<file path="src/rtl/rs_encoder_stream.sv">
// Streaming systematic Reed-Solomon encoder over GF(2^M), SYM symbols per beat.
// Message beats pass through unchanged; P parity symbols follow unless bypassed.
module rs_encoder_stream #(
    parameter int             M         = 4,
    parameter int             SYM       = 2,
    parameter int             K         = 10,
    parameter int             P         = 4,
    parameter logic [M:0]     PRIM_POLY = 5'h13,
    parameter logic [P*M-1:0] GEN_POLY  = 16'hDC87
) (
    input  logic             clk,
    input  logic             rst,
    input  logic [SYM*M-1:0] in_data,
    input  logic             in_valid,
    output logic             in_ready,
    input  logic             enc_en,
    output logic [SYM*M-1:0] out_data,
    output logic             out_valid,
    input  logic             out_ready,
    output logic             out_first,
    output logic             out_last,
    output logic             busy
);

    localparam int W  = SYM * M;
    localparam int KB = K / SYM;
    localparam int PB = P / SYM;
    localparam int NB = (KB > PB) ? KB : PB;
    localparam int CW = (NB > 1) ? $clog2(NB) : 1;
    localparam logic [CW-1:0] K_LAST = CW'(KB - 1);
    localparam logic [CW-1:0] P_LAST = CW'(PB - 1);

    typedef enum logic [1:0] {
        IDLE,
        MSG,
        PAR
    } state_t;

    state_t           state;
    logic [CW-1:0]    cnt;
    logic             mode;
    logic [P*M-1:0]   par;
    logic [P*M-1:0]   par_next;
    logic [W-1:0]     din;
    logic             load;
    logic             accept;
    logic             first_beat;
    logic             cur_mode;
    logic             msg_last;
    logic             par_last;

    // Constant-operand GF(2^M) multiply, shift-and-add with reduction.
    function automatic logic [M-1:0] gf_mul(input logic [M-1:0] a,
                                            input logic [M-1:0] b);
        logic [M-1:0] acc;
        logic [M-1:0] sh;
        acc = '0;
        sh  = a;
        for (int j = 0; j < M; j++) begin
            if (b[j]) acc = acc ^ sh;
            if (sh[M-1]) sh = (sh << 1) ^ PRIM_POLY[M-1:0];
            else         sh = sh << 1;
        end
        return acc;
    endfunction

    assign din        = in_valid ? in_data : '0;
    assign load       = !out_valid || out_ready;
    assign in_ready   = (state != PAR) && load;
    assign accept     = in_valid && in_ready;
    assign first_beat = (state == IDLE);
    assign cur_mode   = first_beat ? enc_en : mode;
    assign msg_last   = (cnt == K_LAST);
    assign par_last   = (cnt == P_LAST);
    assign busy       = (state != IDLE) || out_valid;

    // Parity LFSR advanced by SYM serial steps, earliest symbol first.
    always_comb begin
        logic [M-1:0]   sym;
        logic [M-1:0]   fb;
        logic [P*M-1:0] t;
        sym = '0;
        fb  = '0;
        t   = par;
        for (int s = 0; s < SYM; s++) begin
            sym = din[(SYM-1-s)*M +: M];
            fb  = sym ^ t[(P-1)*M +: M];
            for (int i = P - 1; i > 0; i--) begin
                t[i*M +: M] = t[(i-1)*M +: M] ^ gf_mul(GEN_POLY[i*M +: M], fb);
            end
            t[0 +: M] = gf_mul(GEN_POLY[0 +: M], fb);
        end
        par_next = t;
    end

    // Frame FSM, parity register and the single-entry output stage.
    always_ff @(posedge clk or posedge rst) begin
        if (rst) begin
            state     <= IDLE;
            cnt       <= '0;
            mode      <= 1'b1;
            par       <= '0;
            out_valid <= 1'b0;
            out_data  <= '0;
            out_first <= 1'b0;
            out_last  <= 1'b0;
        end else if (load) begin
            unique case (state)
                IDLE, MSG: begin
                    if (accept) begin
                        out_valid <= 1'b1;
                        out_data  <= din;
                        out_first <= first_beat;
                        out_last  <= msg_last && !cur_mode;
                        mode      <= cur_mode;
                        if (cur_mode) par <= par_next;
                        if (msg_last) begin
                            cnt   <= '0;
                            state <= cur_mode ? PAR : IDLE;
                        end else begin
                            cnt   <= cnt + 1'b1;
                            state <= MSG;
                        end
                    end else begin
                        out_valid <= 1'b0;
                        out_first <= 1'b0;
                        out_last  <= 1'b0;
                    end
                end
                PAR: begin
                    out_valid <= 1'b1;
                    out_data  <= par[P*M-1 -: W];
                    out_first <= 1'b0;
                    out_last  <= par_last;
                    if (par_last) begin
                        par   <= '0;
                        cnt   <= '0;
                        state <= IDLE;
                    end else begin
                        par <= par << W;
                        cnt <= cnt + 1'b1;
                    end
                end
                default: state <= IDLE;
            endcase
        end
    end

endmodule

</file>
<file path="config.mk">
export PLATFORM = sky130hd
export DESIGN_NAME = rs_encoder_stream
export DESIGN_NICKNAME = d
export VERILOG_FILES = /design/src/rtl/rs_encoder_stream.sv
export SDC_FILE = /design/constraint.sdc
export NUM_CORES = 1
export LEC_CHECK = 0
export ABC_AREA = 1
export CORE_MARGIN = 2
export CORE_UTILIZATION = 40
export DETAILED_ROUTE_END_ITERATION = 8
export DONT_BUFFER_PORTS = 1
export PLACE_DENSITY = 0.62
export SYNTH_ARGS = -nofsm -noshare
export SYNTH_HDL_FRONTEND = slang
export SYNTH_SLANG_ARGS = --single-unit
</file>
<file path="constraint.sdc">
create_clock -name clk -period 5.26 [get_ports clk]
set_clock_uncertainty 0.1 [all_clocks]
set_input_delay 0.789 -clock clk [delete_from_list [all_inputs] [get_ports clk]]
set_output_delay 0.789 -clock clk [all_outputs]
set_load 0.02 [all_outputs]
</file>
== Word-level counts from Yosys, hierarchy flattened ==
Cells that the tools add are included.

* $add $sub $neg: 1
* Eq/ne operators: 8
* Muxes and demuxes: 55
* Bitwise operators: 32
* Reductions and logical operators: 16

{| class="wikitable"
|+ Operator list
! operator !! number
|-
| 2-to-1 mux 4 bit || 20
|-
| 2-to-1 mux 16 bit || 3
|-
| case mux 16 bit (2 select lines) || 1
|-
| bitwise XOR 4 bit || 8
|-
| 2-to-1 mux 3 bit || 9
|-
| inverter 2 bit || 12
|-
| inverter 3 bit || 6
|-
| 2-to-1 mux 2 bit || 8
|-
| 2-to-1 mux 8 bit || 2
|-
| case mux 8 bit (2 select lines) || 1
|-
| AND reduction 3 bit || 3
|-
| != test 2 bit (second input constant) || 4
|-
| inverter 4 bit || 2
|-
| 2-to-1 mux 1 bit || 6
|-
| case mux 1 bit (2 select lines) || 3
|-
| case mux 3 bit (2 select lines) || 1
|-
| inverter 1 bit || 4
|-
| case mux 2 bit (2 select lines) || 1
|-
| AND reduction 4 bit || 1
|-
| nonzero test 2 bit || 2
|-
| adder 3 x 1 -> 3 bit (second input constant) || 1
|-
| equality test 3 x 1 -> 1 bit (second input constant) || 1
|-
| equality test 3 bit (second input constant) || 1
|-
| logical AND 1 bit || 3
|-
| 7 further kinds || 9
|}

* Bits in registers: 33
* Input port bits: 13
* Output and inout bits: 13
* Logic and storage cells: 120

== Longest topological paths before layout ==
Gate-level depths: netlist of run 1.

* Depth after elaboration: 21
* Gate-level depth with buffers: 15
* Gate-level depth less buffers: 14

== Worst setup path before layout of run 1 ==
OpenSTA, ideal clock, no wires.

* Path type: input to register
* From: input in_valid
* To: register par[7]
* Setup time: 0.116 ns
* Data arrival time: 1.934 ns
* Data required time: 5.044 ns
* Path slack: 3.110 ns
* Cell stages on the path: 11
* Buffers on the path: 1
* Cells stage by stage: buf_6 -> nand2_2 -> nand2_1 -> nand2_1 -> nand2_2 -> nand3b_1 -> nand2_4 -> xor2_1 -> or2_1 -> nand2_1 -> nand2_1

* Longest elaborated chain between the ends: 17
* Elaborated cells on any way between the ends: 25
* Classes of those cells: 1 x eq/ne; 13 x mux; 9 x bitwise; 2 x reduce/logical

{| class="wikitable"
|+ Ends and longest elaborated chain
! item !! RTL line !! text
|-
| from (decl) || 14 || <nowiki>input logic in_valid,</nowiki>
|-
| 2-to-1 mux 8 bit || 67 || <nowiki>assign din = in_valid ? in_data : '0;</nowiki>
|-
| bitwise XOR 4 bit || 87 || <nowiki>fb = sym ^ t[(P-1)*M +: M];</nowiki>
|-
| 2-to-1 mux 4 bit || 60 || <nowiki>if (b[j]) acc = acc ^ sh;</nowiki>
|-
| inverter 2 bit (no source line) || - ||
|-
| 2-to-1 mux 4 bit || 60 ||
|-
| inverter 1 bit (no source line) || - ||
|-
| 2-to-1 mux 1 bit || 60 ||
|-
| 2-to-1 mux 2 bit || 60 ||
|-
| bitwise XOR 4 bit || 89 || <nowiki>t[i*M +: M] = t[(i-1)*M +: M] ^ gf_mul(GEN_POLY[i*M +: M], fb);</nowiki>
|-
| bitwise XOR 4 bit || 87 ||
|-
| 2-to-1 mux 4 bit || 60 ||
|-
| inverter 2 bit (no source line) || - ||
|-
| 2-to-1 mux 4 bit || 60 ||
|-
| bitwise XOR 4 bit || 89 ||
|-
| 2-to-1 mux 16 bit || 116 || <nowiki>if (cur_mode) par <= par_next;</nowiki>
|-
| 2-to-1 mux 16 bit || 110 || <nowiki>if (accept) begin</nowiki>
|-
| case mux 16 bit (2 select lines) || 108 || <nowiki>unique case (state)</nowiki>
|-
| to (signal assigned) || 116 ||
|-
| to (signal assigned) || 140 || <nowiki>par <= par << W;</nowiki>
|-
| to (decl) || 42 || <nowiki>logic [P*M-1:0] par;</nowiki>
|}

Parallel ways exist; a longest one is shown, timed or not. The select of a mux whose other input is x is not followed.
A chain may end at the register's enable or synchronous reset.

== Worst setup path in the final report of run 1 ==
* From: register state[1]
* To: output in_ready

* Longest elaborated chain between the ends: 2

{| class="wikitable"
|+ Ends and longest elaborated chain
! item !! RTL line !! text
|-
| from (decl) || 39 || <nowiki>state_t state;</nowiki>
|-
| from (signal assigned) || 119 || <nowiki>state <= cur_mode ? PAR : IDLE;</nowiki>
|-
| != test 2 bit || 69 || <nowiki>assign in_ready = (state != PAR) && load;</nowiki>
|-
| logical AND 1 bit || 69 ||
|-
| to (decl) || 15 || <nowiki>output logic in_ready,</nowiki>
|}

Every way passes these cells.

==> run summary, run 1 <==
Outcome -> finished clean
Summed instance area of the synthesized netlist -> 2360 um2
Number of sinks handled by clock tree synthesis -> 33
Critical Path Source Type -> register
Total number of vias -> 2119
Overflow left after global routing -> 0
Effective utilization at floorplan -> 0.407
Sequential area share after synthesis -> 0.350
Routed wire length -> 5440 um
Shortest clock period the worst path allows after layout -> 2400 ps
Antenna violations before repair -> 0
Instance area after placement -> 2430 um2
Clk root buf -> clkbuf_8
Top cell type's share of synthesized area -> 0.339
Minimum setup slack after placement -> 2780 ps
Arrival time of the worst setup path -> 1510 ps
Mapped Cells -> 337
Later-pin clock latency in the skew report -> 290 ps
CP Capture Type -> output port
Number of core rows -> 28
Post-detailed-placement half-perimeter wirelength -> 4080 um
TritonCTS clock tree -> done
Clock transition at path regs -> 70 ps
Routed wire length per instance -> 13.1 um
Die outline area -> 6540 um2
Unrepaired setup endpoints after global routing -> no
Cells along the critical path -> inv_1 -> nor2_1 -> inv_2 -> nand2_1 -> inv_1
Number of hold violations in the final report -> 0
Gp weighted congestion -> 0.879
Nets in the synthesized netlist -> 353
Synth Warn # -> 0
Worst Tran Pin Value -> 711 ps
Max-slew headroom at the worst pin -> 0.526
Post-CTS resize count -> 0
Die extent in y -> 80.9 um
Slowest-stage cell, CP -> dfrtp_1
Crit path top cell by count -> inv_1
Clock buffer count from CTS -> 5
Fmax -> 417 MHz
Cell type with the highest aggregate area in the netlist -> dfrtp_1
Number of pins exceeding their max-slew limit in the final report -> 0
Period utilization -> 0.456
Unique masters post-synth -> 32
Remaining number of nets flagged by the antenna check after routing -> 0
Category of the most critical setup path -> reg2out
Max-cap violations -> 0
Area growth from synthesis to layout -> 6.83%
Number of port buffers -> 0
Flops & latches, synth -> 33
Final instance area -> 2530 um2
Leading post-synthesis cells by cell area -> dfrtp_1 (34%), nand2_1 (14%), nand3_1 (7.4%)
Layout cells sized above 1 -> 0.129
Post-Route Hold Slack -> 374 ps
Remaining design rule violation count -> 0
Power Density -> 735 nW/um2
CP peak stage delay -> 400 ps
Maximum number of pins on one net before global-route repair -> 34
Count of final setup violators -> 0
Largest fanout of any net on the critical path -> 27
Power, Total -> 0.00186 W
Buffers from clock root to sink, at most -> 2
Total I/O pin count -> 26
Fillers -> 610
Cell family with the largest share of critical-path delay -> buffers and inverters
Via count of the first global-routing pass -> 1862
Highest ir drop seen on vdd -> 0.198 mV
Fin Setup TNS -> 0 ps
Global-route wire length before repair -> 8980 um
Number of levels the H-tree was split into -> 2
Core region area -> 5820 um2
Via density per instance -> 5.11
Hold/Removal Path Class -> reg2reg
Drt first-iter violations -> 152
N_diodes -> 0
Post-CTS setup repair buffer count -> 0
Leakage power figure -> 1.35 nW
Required time at the endpoint of the critical path -> 4370 ps
Number of buffers inserted for hold repair after clock tree synthesis -> 0
Die extent in x -> 80.9 um
Gr usage total -> 0.179
Router iterations before antenna repair -> 4
Worst path bufs/invs -> 3
Final setup slack of the worst path -> 2860 ps
Final Net Count -> 355
Average footprint of a synthesized cell -> 7.02 um2
## synthesized netlist by cell type
library cell / count
nand2_1: 91
inv_1: 38
nand3_1: 35
dfrtp_1: 32
o21ai_0: 26
a21oi_1: 22
nand2_2: 19
nor2_1: 15
xor2_1: 13
inv_2: 5
o22ai_1: 4
a22oi_1: 3
ha_1: 3
nand2_4: 3
nand3_2: 3
xnor2_1: 3
a31oi_1: 2
buf_2: 2
clkbuf_1: 2
nand3b_1: 2
nor2_4: 2
o21ai_1: 2
a22o_1: 1
buf_4: 1
buf_6: 1
clkinv_1: 1
dfstp_2: 1
mux2i_1: 1
o21bai_1: 1
or2_1: 1
or2_2: 1
xor2_2: 1
## flip-flops by register name, indices dropped and copies added, names as in the netlist
| name | count |
|---|---|
| cnt | 3 |
| mode | 1 |
| out_data | 8 |
| out_first | 1 |
| out_last | 1 |
| out_valid | 1 |
| par | 16 |
| state | 2 |
## where the power goes
group / switching [W] / total, W / internal, W
registers: 0.000140 / 0.000513 / 0.000373
logic: 0.000740 / 0.00114 / 0.000400
clock network: 0.0000991 / 0.000205 / 0.000106
total: 0.000979 / 0.00186 / 0.000879
## cell families after synthesis
group,Yosys count,share of synthesized area
buffers and inverters,50,0.0852
DFF,33,0.350
xor gates and xnor gates,17,0.0661
and+or+nand+nor,172,0.341
muxes,1,0.00423
AOI/OAI and AO/OA,61,0.138
adders and majority gates,3,0.0159
## area by class of cell
cell class	instances	area (um2)	area share
clock buffer	6	82.6	0.0327
clock inverter	2	13.8	0.00545
inverter	44	165	0.0654
multi-input combinational	254	1340	0.529
sequential	33	827	0.327
tap	75	93.8	0.0371
timing repair buffer	1	7.51	0.00297
## worst min-delay path, cell delays in order, from the launching register on
cell,delay (ps)
dfstp_2,370
nand2_1,50
nand2_1,50
## per-layer routing
metal | global-route usage | wire length, um | up-vias
li1 | - | - | 1100
met1 | 0.247 | 2590 | 975
met2 | 0.279 | 2560 | 40
met3 | 0.0467 | 240 | 4
met4 | 0.0475 | 50 | 0
met5 | 0 | 0 | -
## worst paths after layout
kind	endpoint	depth (start not counted)	from	slack [ps]
setup / recovery	in_ready	5	state[1]	2860
hold / removal	mode	2	mode	370
setup reg to reg	par[10]	7	state[1]	3030
hold reg to reg	mode	2	mode	370
max in group asynchronous	mode	2	rst	4330
min in group asynchronous	cnt[1]	2	rst	380
## metrics by stage
step	util	instances
floorplan	-	337
global placement	0.418	407
detailed placement	0.418	407
CTS	0.434	415
global route	0.434	415
finish	0.434	415
## cell usage in the layout, fill, tap and decap left out, types with 4 or more instances in the layout
cell	n
nor2_1	15
a21oi_1	22
nand2_2	19
inv_1	38
inv_2	5
dfrtp_1	32
o21ai_0	26
nand2_1	91
o22ai_1	4
nand3_1	35
xor2_1	13
clkbuf_8	6
Note: power is estimated with default switching activity, not from simulation.
==> run 2, diff against run 1 <==
- PLACE_DENSITY: 0.62 -> 0.64
- clock period: 5.26 -> 1.95 ns (I/O delays scaled with it)
==> run summary, run 2 (synthesis gave the netlist of run 1 again) <==
Clock buffer count from CTS -> 5 (unchanged)
Worst Tran Pin Value -> 440 ps (was 711 ps)
Total I/O pin count -> 26 (unchanged)
Clock transition at path regs -> 80 ps (was 70 ps)
Routed wire length per instance -> 14.1 um (was 13.1 um)
Slowest-stage cell, CP -> dfrtp_1 (unchanged)
Number of levels the H-tree was split into -> 2 (unchanged)
Post-detailed-placement half-perimeter wirelength -> 4230 um (was 4080 um)
Fmax -> 527 MHz
Minimum setup slack after placement -> 55.1 ps (was 2780 ps)
Die extent in y -> 80.9 um (unchanged)
Later-pin clock latency in the skew report -> 300 ps (was 290 ps)
Period utilization -> 0.973
Shortest clock period the worst path allows after layout -> 1900 ps
Via count of the first global-routing pass -> 1948 (was 1862)
Hold/Removal Path Class -> in2reg (was reg2reg)
Layout cells sized above 1 -> 0.226 (was 0.129)
Crit path top cell by count -> nand2_1 (was inv_1)
Remaining design rule violation count -> 0 (unchanged)
Arrival time of the worst setup path -> 1980 ps (was 1510 ps)
Total number of vias -> 2329 (was 2119)
Largest fanout of any net on the critical path -> 5 (was 27)
Max-slew headroom at the worst pin -> 0.707 (was 0.526)
Highest-count cells in the layout ignoring fill and taps -> nand2_1 (86), inv_1 (36), nand3_1 (32), dfrtp_1 (31), o21ai_0 (26) (was nand2_1 (91), inv_1 (38), nand3_1 (35), dfrtp_1 (32), o21ai_0 (26))
Number of sinks handled by clock tree synthesis -> 33 (unchanged)
Router iterations before antenna repair -> 5 (was 4)
Final Net Count -> 382 (was 355)
Via density per instance -> 5.27 (was 5.11)
Registers with the most flip-flops -> par (16), out_data (8), cnt (3) (unchanged)
CP Capture Type -> register (was output port)
Worst Hold End -> out_data[7] (was mode)
Antenna violations before repair -> 0 (unchanged)
Effective utilization at floorplan -> 0.407 (unchanged)
Number of core rows -> 28 (unchanged)
Routed wire length -> 6220 um (was 5440 um)
Worst hold path stage count -> 4 (was 2)
Met3 layer wire length in the routed design -> 286 um (was 240 um)
Critical Path Source Type -> register (unchanged)
Power Density -> 2080 nW/um2 (was 735 nW/um2)
Count of final setup violators -> 0 (unchanged)
Length in cells of the worst reg-to-reg path -> 10 (was 7)
Global-route wire length before repair -> 9380 um (was 8980 um)
Cells along the critical path -> inv_1 -> nand2_1 -> nand2_1 -> nand2_1 -> nand2_1 -> xor2_1 -> xor2_1 -> or2_1 -> nand2_1 -> nand2_1 (was inv_1 -> nor2_1 -> inv_2 -> nand2_1 -> inv_1)
Max-cap violations -> 0 (unchanged)
FF-to-FF setup slack -> 50 ps (was 3030 ps)
Unrepaired setup endpoints after global routing -> yes (was no)
Clk root buf -> clkbuf_8 (unchanged)
Die outline area -> 6540 um2 (unchanged)
Start of the worst register-to-register path -> par[15] (was state[1])
Buffers from clock root to sink, at most -> 2 (unchanged)
Number of hold violations in the final report -> 0 (unchanged)
CP peak stage delay -> 430 ps (was 400 ps)
N_diodes -> 0 (unchanged)
Number of pins exceeding their max-slew limit in the final report -> 0 (unchanged)
Remaining number of nets flagged by the antenna check after routing -> 0 (unchanged)
Number of port buffers -> 0 (unchanged)
Max reg flops -> 16 (unchanged)
Met2 layer wire length in the routed design -> 2960 um (was 2560 um)
Category of the most critical setup path -> reg2reg (was reg2out)
Critical register-to-register path endpoint -> par[7] (was par[10])
Commonest non-fill, non-tap cell in the layout -> nand2_1 (unchanged)
Overflow left after global routing -> 0 (unchanged)
Highest ir drop seen on vdd -> 0.679 mV (was 0.198 mV)
Final setup slack of the worst path -> 53.0 ps (was 2860 ps)
Wire length the detailed router placed on met1 -> 2840 um (was 2590 um)
Power, Total -> 0.00589 W (was 0.00186 W)
TritonCTS clock tree -> done (unchanged)
Gr usage total -> 0.185 (was 0.179)
Area growth from synthesis to layout -> 19.9% (was 6.83%)
Required time at the endpoint of the critical path -> 2030 ps (was 4370 ps)
Gp weighted congestion -> 0.891 (was 0.879)
Largest Register -> par (unchanged)
Source of the worst hold timing path -> in_valid (was mode)
Die extent in x -> 80.9 um (unchanged)
Drt first-iter violations -> 164 (was 152)
Maximum number of pins on one net before global-route repair -> 34 (unchanged)
Outcome -> finished clean (unchanged)
Highest metal layer used by the detailed router -> met4 (unchanged)
Core region area -> 5820 um2 (unchanged)
Leakage power figure -> 1.49 nW (was 1.35 nW)
-- run 2: cell types whose count changed in the layout (fill, tap and decap cells not counted), sizes merged --
| cell | change |
|---|---|
| buf | +24 |
| clkinv | -3 |
| clkinvlp | +2 |
| bufinv | +1 |
| clkbuf | +1 |
| dlygate4sd3 | +1 |
| nand2 | +1 |
-- run 2: how the worst max path moves through the flow --
stage	start	to	slack, ps	depth (start not counted)
final	par[15]	par[7]	50	10
after global routing	par[14]	par[14]	-40	11
after CTS	par[12]	par[12]	30	13
after detailed placement	par[12]	par[12]	60	13
after global placement	par[12]	par[12]	100	12
after floorplan	out_valid	par[10]	250	9
-- run 2: final cells by class --
cell class	instances	area [um2]
fillers	564	2980
well taps	75	93.8
repair inverters	1	7.51
repair buffers	26	210
flip-flops and latches	33	828
clock buffers	7	86.3
multi-input cells	255	1410
clock inverters	1	30.0
inverters	44	169
-- run 2: timing repair --
action	CTS	global route
hold endpoints to repair	32	0
endpoints found under the setup margin	0	13
gates resized for setup	0	20
hold buffers	1	0
buffers inserted	0	15
-- run 2: report_power, final --
| group | switching [W] | total, W | internal, W |
|---|---|---|---|
| Sequential | 0.000361 | 0.00137 | 0.00101 |
| Combinational | 0.00231 | 0.00383 | 0.00151 |
| Clock | 0.000278 | 0.000695 | 0.000417 |
-- run 2: metal layers --
metal / GRT usage / up-vias
met5: 0 / -
met1: 0.258 / 1104
met3: 0.0267 / 11
met4: 0.0678 / 0
met2: 0.291 / 67
li1: - / 1147
-- run 2: critical path: cells and delay by family, from the launching register on --
kind                      cells  cell delay, ps
and+or+nand+nor               7             840
buffers and inverters         1              90
DFF                           1             430
xor gates and xnor gates      2             330
-- run 2: stage by stage --
step | utilization | cells | hold WS [ps] | cell area [um2] | TNS [ps]
detailed placement | 0.429 | 416 | 211 | 2500 | 0
finish | 0.488 | 442 | 163 | 2840 | 0
global placement | 0.429 | 416 | 210 | 2500 | 0
floorplan | - | 337 | 321 | 2360 | 0
global route | 0.488 | 442 | 198 | 2840 | -155
CTS | 0.451 | 425 | 171 | 2620 | 0
==> run 3, diff against run 2 <==
--- a/config.mk
+++ b/config.mk
@@ -12,4 +12,5 @@
 export DONT_BUFFER_PORTS = 1
 export PLACE_DENSITY = 0.64
+export SLEW_MARGIN = 20
 export SYNTH_ARGS = -nofsm -noshare
 export SYNTH_HDL_FRONTEND = slang
==> constraint.sdc (replaced) <==
create_clock -name clk -period 1.95 [get_ports clk]
set_clock_uncertainty 0.1 [all_clocks]
set_input_delay 0.0975 -clock clk [delete_from_list [all_inputs] [get_ports clk]]
set_output_delay 0.0975 -clock clk [all_outputs]
set_load 0.02 [all_outputs]
==> run summary, run 3 (synthesis gave the netlist of run 1 again) <==
Max-slew headroom at the worst pin -> 0.702 (was 0.707)
Share of power burned in combinational logic -> 0.651 (was 0.650)
Critical register-to-register path endpoint -> par[7] (unchanged)
Worst hold path stage count -> 4 (unchanged)
Die outline area -> 6540 um2 (unchanged)
Largest Register -> par (unchanged)
Antenna violations before repair -> 0 (unchanged)
Clock transition at path regs -> 70 ps (was 80 ps)
Effective utilization at floorplan -> 0.407 (unchanged)
Source of the worst hold timing path -> in_valid (unchanged)
Clock network power share -> 0.117 (was 0.118)
Drt first-iter violations -> 161 (was 164)
Router iterations before antenna repair -> 5 (unchanged)
Remaining design rule violation count -> 0 (unchanged)
Count of final setup violators -> 0 (unchanged)
Number of hold violations in the final report -> 1 (was 0)
Later-pin clock latency in the skew report -> 300 ps (about the same)
Die extent in y -> 80.9 um (unchanged)
Total net switching power -> 0.00295 W (about the same)
Hold/Removal Path Class -> in2reg (unchanged)
Highest-count cells in the layout ignoring fill and taps -> nand2_1 (86), inv_1 (34), nand3_1 (33), dfrtp_1 (31), o21ai_0 (26) (was nand2_1 (86), inv_1 (36), nand3_1 (32), dfrtp_1 (31), o21ai_0 (26))
Number of sinks handled by clock tree synthesis -> 33 (unchanged)
Largest fanout of any net on the critical path -> 5 (unchanged)
Global-route wire length before repair -> 9530 um (was 9380 um)
Met2 capacity usage during global routing -> 0.297 (was 0.291)
Length in cells of the worst reg-to-reg path -> 10 (unchanged)
Number of core rows -> 28 (unchanged)
Power Density -> 2040 nW/um2 (was 2080 nW/um2)
Max-cap violations -> 0 (unchanged)
Max reg flops -> 16 (unchanged)
Post-Route Hold Slack -> -7.79 ps (was 163 ps)
Maximum number of pins on one net before global-route repair -> 34 (unchanged)
Violated checks -> hold timing
Overflow left after global routing -> 0 (unchanged)
CP Capture Type -> register (unchanged)
Shortest clock period the worst path allows after layout -> 1880 ps (was 1900 ps)
GR met1 Demand/Resource -> 0.263 (was 0.258)
Routed wire length -> 6240 um (was 6220 um)
Clk root buf -> clkbuf_8 (unchanged)
Final Net Count -> 387 (was 382)
Placed instance count -> 416 (unchanged)
Clock buffer count from CTS -> 5 (unchanged)
N_diodes -> 0 (unchanged)
Total I/O pin count -> 26 (unchanged)
Total number of vias -> 2329 (unchanged)
Layout cells sized above 1 -> 0.226 (about the same)
FF-to-FF setup slack -> 70 ps (was 50 ps)
Start of the worst register-to-register path -> par[15] (unchanged)
Number of pins exceeding their max-slew limit in the final report -> 0 (unchanged)
Core region area -> 5820 um2 (unchanged)
Final core utilization -> 0.498 (was 0.488)
Critical Path Source Type -> register (unchanged)
Leakage power figure -> 1.52 nW (was 1.49 nW)
Required time at the endpoint of the critical path -> 2040 ps (was 2030 ps)
Routed wire length per instance -> 14.0 um (was 14.1 um)
Relative contribution of sequential cells to total power -> 0.232 (about the same)
Arrival time of the worst setup path -> 1960 ps (was 1980 ps)
Total internal power -> 0.00296 W (was 0.00294 W)
Fmax -> 533 MHz (was 527 MHz)
TritonCTS clock tree -> done (unchanged)
Commonest non-fill, non-tap cell in the layout -> nand2_1 (unchanged)
Most Crowded Layer GR -> met2 (unchanged)
Gr usage total -> 0.188 (was 0.185)
Number of levels the H-tree was split into -> 2 (unchanged)
Fillers -> 557 (was 564)
Switching Fraction -> 0.499 (was 0.501)
Area growth from synthesis to layout -> 22.6% (was 19.9%)
Post-detailed-placement half-perimeter wirelength -> 4230 um (unchanged)
Number of port buffers -> 0 (unchanged)
Highest ir drop seen on vdd -> 0.678 mV (was 0.679 mV)
Worst Tran Pin Value -> 447 ps (was 440 ps)
Met3 Track Usage GR -> 0.0233 (was 0.0267)
Worst Hold End -> out_data[4] (was out_data[7])
Die extent in x -> 80.9 um (unchanged)
Buffers from clock root to sink, at most -> 2 (unchanged)
Registers with the most flip-flops -> par (16), out_data (8), cnt (3) (unchanged)
Non-filler cells, final -> 447 (was 442)
Remaining number of nets flagged by the antenna check after routing -> 0 (unchanged)
Gp weighted congestion -> 0.891 (unchanged)
Outcome -> finished, violations left (was finished clean)
Period utilization -> 0.962 (was 0.973)
Via density per instance -> 5.21 (was 5.27)
Category of the most critical setup path -> reg2reg (unchanged)
Via count of the first global-routing pass -> 1976 (was 1948)
## run 3: changes by cell type in the layout (fill, tap and decap cells not counted), sizes merged
cell and delta:
dlygate4sd3 +4, clkinvlp +1, dlymetal6s4s +1, inv -1
## run 3: how the worst max path moves through the flow
stage	to	slack [ps]	start
finish	par[7]	70	par[15]
global route	par[14]	-40	par[14]
CTS	par[7]	20	in_valid
detailed placement	par[12]	60	par[12]
global placement	par[12]	100	par[12]
floorplan	par[10]	250	out_valid
## run 3: power groups by stage
stage	sequential [W]	clock (W)	combinational (W)
floorplan	0.00132	0	0.00253
global placement	0.00136	0	0.00316
detailed placement	0.00137	0	0.00322
CTS	0.00136	0.000699	0.00326
global route	0.00142	0.000725	0.00429
finish	0.00137	0.000694	0.00385
## run 3: metal layers
layer / wire length (um) / vias to the layer above / share of wire
li1: - / 1156 / -
met1: 2880 / 1086 / 0.46
met2: 2930 / 74 / 0.47
met3: 283 / 13 / 0.045
met4: 149 / 0 / 0.024
met5: 0 / - / 0
## run 3: through the flow
stage	hold WS (ps)	cell area (um2)	power [W]	setup TNS [ps]	setup WS, ps
after floorplan	126	2360	0.00385	0	249
after global placement	14.5	2500	0.00452	0	103
after detailed placement	15.7	2500	0.00459	0	55.1
after CTS	1.72	2670	0.00531	0	23.0
after global routing	5.95	2900	0.00643	-68.8	-44.5
final	-7.79	2900	0.00591	0	74.7
## run 3: worst max-delay path, stage by stage (launching register included)
cell	delay, ps
dfrtp_1	430
inv_1	90
nand2_1	70
nand2_1	180
nand2_1	90
nand2_1	170
xor2_1	210
xor2_1	110
or2_1	210
nand2_1	60
nand2_1	40
## run 3: repair_timing
item                       in CTS  in global routing
buffers inserted                0                 15
setup endpoints to repair       0                 14
hold endpoints to repair       36                  0
resized for setup               0                 22
hold buffers                    6                  0
## run 3: area by class of cell
cell class	instances	area (um2)	share of cell area
repair inverters	1	7.51	0.00259
multi-input cells	255	1410	0.485
repair buffers	31	275	0.0950
inverters	44	173	0.0596
clock inverters	1	30.0	0.0104
well taps	75	93.8	0.0324
flip-flops and latches	33	828	0.286
clock buffers	7	86.3	0.0298
